### src/rtl/seq_recognizer.sv
// Serial pattern recognizer: KMP-style Moore FSM that pulses `out` one cycle after
// the last bit of PATTERN is consumed. The state index equals the matched-prefix length.
// Optional match counter is built only when SEQ_RECOGNIZER_CNT_EN is defined;
// otherwise match_cnt is tied to zero.
module seq_recognizer #(
  parameter int unsigned        PAT_LEN = 5,
  parameter logic [PAT_LEN-1:0] PATTERN = 5'b10101,
  parameter bit                 OVERLAP = 1'b1,
  parameter int unsigned        CNT_W   = 8
) (
  input  logic             clk,
  input  logic             reset,
  input  logic             in_valid,
  input  logic             in,
  input  logic             clear,
  output logic             out,
  output logic [4:0]       progress,
  output logic [CNT_W-1:0] match_cnt
);

  // Only S0..S(PAT_LEN-1) are reachable; the full range keeps table indexing exact.
  typedef enum logic [3:0] {
    S0, S1, S2, S3, S4, S5, S6, S7, S8, S9, S10, S11, S12, S13, S14, S15
  } state_e;

  // Serial bit j of the pattern (j = 0 is the first bit expected).
  function automatic bit pat_bit(int unsigned j);
    logic [PAT_LEN-1:0] sh;
    sh = PATTERN >> (PAT_LEN - 1 - j);
    return sh[0];
  endfunction

  // Bit p of (matched prefix of length s) followed by b.
  function automatic bit str_bit(int unsigned s, bit b, int unsigned p);
    return (p < s) ? pat_bit(p) : b;
  endfunction

  // Longest pattern prefix that is a suffix of (prefix_s . b).
  function automatic int unsigned kmp_len(int unsigned s, bit b);
    int unsigned best;
    bit          ok;
    best = 0;
    for (int unsigned k = 1; k <= 16; k++) begin
      if (k <= s + 1) begin
        ok = 1'b1;
        for (int unsigned j = 0; j < 16; j++) begin
          if (j < k) begin
            if (str_bit(s, b, s + 1 - k + j) != pat_bit(j)) ok = 1'b0;
          end
        end
        if (ok) best = k;
      end
    end
    return best;
  endfunction

  // Longest proper prefix of the pattern that is also its suffix.
  function automatic int unsigned border_len();
    int unsigned best;
    bit          ok;
    best = 0;
    for (int unsigned k = 1; k < 16; k++) begin
      if (k < PAT_LEN) begin
        ok = 1'b1;
        for (int unsigned j = 0; j < 16; j++) begin
          if (j < k) begin
            if (pat_bit(j) != pat_bit(PAT_LEN - k + j)) ok = 1'b0;
          end
        end
        if (ok) best = k;
      end
    end
    return best;
  endfunction

  localparam int unsigned Border = border_len();
  localparam state_e      SWrap  = OVERLAP ? state_e'(4'(Border)) : S0;

  state_e nxt_tbl [16][2];
  logic   hit_tbl [16][2];

  // Transition and match tables, fully resolved at elaboration.
  for (genvar gs = 0; gs < 16; gs++) begin : g_state
    for (genvar gb = 0; gb < 2; gb++) begin : g_bit
      localparam int unsigned Len = (gs < PAT_LEN) ? kmp_len(gs, (gb != 0)) : 0;
      localparam bit          Hit = (gs < PAT_LEN) && (Len == PAT_LEN);
      assign hit_tbl[gs][gb] = Hit;
      assign nxt_tbl[gs][gb] = Hit ? SWrap : state_e'(4'(Len));
    end
  end

  state_e state_q, state_d;
  logic   out_q, out_d;

  // Next state and match pulse; clear overrides any consumed bit.
  always_comb begin
    state_d = state_q;
    out_d   = 1'b0;
    if (clear) begin
      state_d = S0;
    end else if (in_valid) begin
      state_d = nxt_tbl[state_q][in];
      out_d   = hit_tbl[state_q][in];
    end
  end

  // State and output registers.
  always_ff @(posedge clk or negedge reset) begin
    if (!reset) begin
      state_q <= S0;
      out_q   <= 1'b0;
    end else begin
      state_q <= state_d;
      out_q   <= out_d;
    end
  end

  assign out      = out_q;
  assign progress = {1'b0, state_q};

`ifdef SEQ_RECOGNIZER_CNT_EN
  logic [CNT_W-1:0] cnt_q, cnt_d;

  // Saturating match counter, flushed by clear.
  always_comb begin
    cnt_d = cnt_q;
    if (clear) begin
      cnt_d = '0;
    end else if (out_d && (cnt_q != '1)) begin
      cnt_d = cnt_q + CNT_W'(1);
    end
  end

  // Counter register.
  always_ff @(posedge clk or negedge reset) begin
    if (!reset) begin
      cnt_q <= '0;
    end else begin
      cnt_q <= cnt_d;
    end
  end

  assign match_cnt = cnt_q;
`else
  assign match_cnt = '0;
`endif

endmodule

### config.mk
export PLATFORM = sky130hd
export DESIGN_NAME = seq_recognizer
export DESIGN_NICKNAME = d
export VERILOG_FILES = /design/src/rtl/seq_recognizer.sv
export SDC_FILE = /design/constraint.sdc
export NUM_CORES = 1
export LEC_CHECK = 0
export ABC_AREA = 1
export CORE_AREA = 2 2 39 41
export DETAILED_ROUTE_END_ITERATION = 10
export DIE_AREA = 0 0 41 43
export PLACE_DENSITY_LB_ADDON = 0.3
export SYNTH_ARGS = -nofsm -noshare
export SYNTH_HDL_FRONTEND = slang
export SYNTH_SLANG_ARGS = --single-unit
export TNS_END_PERCENT = 100
### constraint.sdc
create_clock -name clk -period 0.85 [get_ports clk]
set_input_delay 0.255 -clock clk [delete_from_list [all_inputs] [get_ports clk]]
set_output_delay 0.255 -clock clk [all_outputs]
set_load 0.005 [all_outputs]
==> summary.md <==
| Metric | Value |
|---|---|
| Cts hold-fix bufs | 0 |
| Hpwl dp | 451 um |
| Critical-path top delay cell | dfrtp_1 |
| Total vias in the final route | 251 |
| Final setup viols | 6 |
| FF-to-FF path depth | 5 |
| Critical path origin | state_q[2] |
| Port-buffer cells | 8 |
| Total Routing Usage GR | 0.0713 |
| Bufs and invs on worst path | 1 |
| Crit-path max FO | 2 |
| Clock Tree Buf Depth | 2 |
| RR Endpoint | state_q[1] |
| Die width | slightly above 40 um |
| Worst Setup End Kind | primary output |
| FF+latch count, synth | 4 |
| Post-route minimum period | between 0.9 and 1 ns |
| Clock-pin slew on the worst setup and hold paths | ~0.040 ns |
| Max-cap check violation count | 0 |
| Failing checks | negative setup slack |
| Fill cells | ~160 |
| CP arrival | 0.73 ns |
| Area leader, netlist | dfrtp_1 |
| Ant. Diodes | 0 |
| Mean area per synthesized cell | about 7.3 um2 |
| End point of the critical path | progress[2] |
| Share of the synthesized area in the top cell type | 0.359 |
| H-tree levels | 1 |
| Drt wl/cell | 7.99 um |
| CP Class | register to primary output |
| Num CTS Buffers | 3 |
| Cells after Synth | 38 |
| Top Ports | 19 |
| Hold Crit Class | primary input to async pin |
| Critical Path Max Stage Delay | roughly 0.37 ns |
| Rows | 14 |
| Synth unique cells | 12 |
| Vias per std cell | about 3.7 |
| Share of layout cells above drive strength 1 | 0.385 |
| Power Dens Cells | 1300 mW/mm2 |
| Gr ovfl total | 0 |
| Crit path cell chain | buf_2 |
| Clk Latency, worst-skew pair | around 0.24 ns |
| Top Family by Delay on Critical Path | flip-flops |
| TritonRoute pass-1 iters | 2 |
| Max-slew violation count | 0 |
| CTS tree | yes |
| Clock sink count | 4 |
| Number of global-route vias before repair | around 240 |
| Initial Util | 0.202 |
| Top cells by area, synth | dfrtp_1 36%, buf_4 27%, nand2_1 8.1% |
| Root buffer cell | clkbuf_4 |
| Final WS setup | -0.136 ns |
| Area of the multi-input gates | 148 um2 |
| RSZ-0062 raised after global routing | true |
| Post-route cell area | 395 um2 |
| Seq. cell area | 100 um2 |
| Fin crit share | 1.16 |
| Post-Syn Area | about 280 um2 |
| Largest net degree at the start of global routing | 7 |
| Synth-to-Final Area Change | 41.7% |
| First-pass GRT wire length | about 800 um |
| Placed Instance Area | between 300 and 400 um2 |
| CP Depth | 1 |
| Outcome | finished with violations |
| Worst vdd ir | between 0.2 and 0.25 mV |
| Total power | around 0.51 mW |
| RR Startpoint | state_q[1] |
| Final hold violation count | 0 |
| Die footprint | 0.00176 mm2 |
| Yosys warning count | 0 |
| Hold Worst Slack | about 0.22 ns |
| DRC errors left | 0 |
| Die height | 43 um |
| Required time of the critical path | about 0.6 ns |
| Worst Skew | 0.00999 ns |
| Sequential area share after synthesis | 0.359 |
| Total placed cells including tap cells | 65 |
| R2r setup slk | -0.04 ns |
| CP startpoint kind | register |
| Final antenna-violating net count | 0 |
| Fmax | just over 1000 MHz |
| Final net count | 59 |
| Routability cong. | about 0.7 |
| Drt initial violations | 1 |
| Core area | around 0.0014 mm2 |
| Finished Layout Cells | slightly below 70 |
| Total wire length | 543 um |
| Leak pwr | roughly 0.21 nW |
| Initial antenna violation count | 0 |
==> stage by stage <==
step | TNS (ns) | utilization | worst slack [ns]
floorplan | 0 | - | 0.0496
global placement | -2.18 | 0.266 | -0.355
detailed placement | -2.22 | 0.266 | -0.345
CTS | -0.661 | 0.283 | -0.145
global route | -0.902 | 0.286 | -0.168
finish | -0.569 | 0.286 | -0.136
==> cell usage in the layout (no fill, tap or decap) <==
cell / count
conb_1: 10
nand2_1: 5
nand3_1: 4
dfrtp_1: 4
buf_2: 4
inv_2: 3
clkbuf_4: 3
dlygate4sd2_1: 3
buf_4: 3
nor2_2: 2
o21ai_1: 2
nand2_2: 1
nor4_2: 1
o21ai_2: 1
inv_1: 1
nor2_4: 1
nand4_1: 1
nor2_1: 1
clkdlybuf4s50_1: 1
buf_6: 1
==> power breakdown <==
| group | leakage [nW] | internal, mW | switching, mW | total (mW) |
|---|---|---|---|---|
| sequential | 0.0551 | 0.195 | 0.00188 | 0.197 |
| combinational | 0.141 | 0.0320 | 0.0456 | 0.0776 |
| clock | 0.0138 | 0.158 | 0.0799 | 0.238 |
==> synthesized netlist by cell type <==
master	count
nor2_1	4
o21ai_0	1
nand2_1	6
conb_1	1
buf_4	10
o21ai_1	2
nand3_1	4
nand4_1	1
nor4_1	1
inv_2	3
inv_1	1
dfrtp_1	4
==> final cells by class <==
class                      instances  share of cell area
clock buffer                       3              0.0570
inverter                           4              0.0380
timing repair buffer              12               0.228
sequential                         4               0.253
tap                               16              0.0506
multi-input combinational         29               0.373
==> logic make-up (layout without fill, tap and decap cells) <==
kind of cell / Yosys count / after routing / synth area share
AND/OR/NAND/NOR: 16 / 16 / 0.251
buffers and inverters: 14 / 19 / 0.323
flip-flops: 4 / 4 / 0.359
AO/OA/AOI/OAI: 3 / 3 / 0.0538
other: 1 / 10 / 0.0134
==> routing by layer <==
layer,vias to the layer above,global-route usage,wire length [um],share of wire
li1,131,-,-,-
met1,109,0.0611,192,0.35
met2,11,0.125,285,0.52
met3,0,0.0157,65,0.12
met4,0,0.0600,0,0
met5,-,0,0,0
==> how the worst min path moves through the flow <==
stage,to,from,cells after the start
3_3_place_gp,state_q[1],reset,1
4_1_cts,state_q[1],reset,1
6_report,out,reset,1
2_1_floorplan,out,reset,0
5_1_grt,state_q[1],reset,1
3_5_place_dp,out,reset,1
==> worst reg2reg max path, cell delays in order (launching register included) <==
cell,delay (ns)
dfrtp_1,0.37
buf_4,0.16
nand2_1,0.06
nand2_1,0.05
nand3_1,0.07
nand3_1,0.06
==> timing repair <==
item / CTS / global route
hold endpoints to repair: 0 / 0
setup endpoints to repair: 8 / 8
pin swaps: 3 / 2
resized for setup: 27 / 1
setup buffers: 0 / 0
==> sequential cells by signal, indices dropped and copies added, names as in the netlist <==
register and cells:
out 1, state_q 3
No activity file was read; power rests on OpenSTA's default activity.
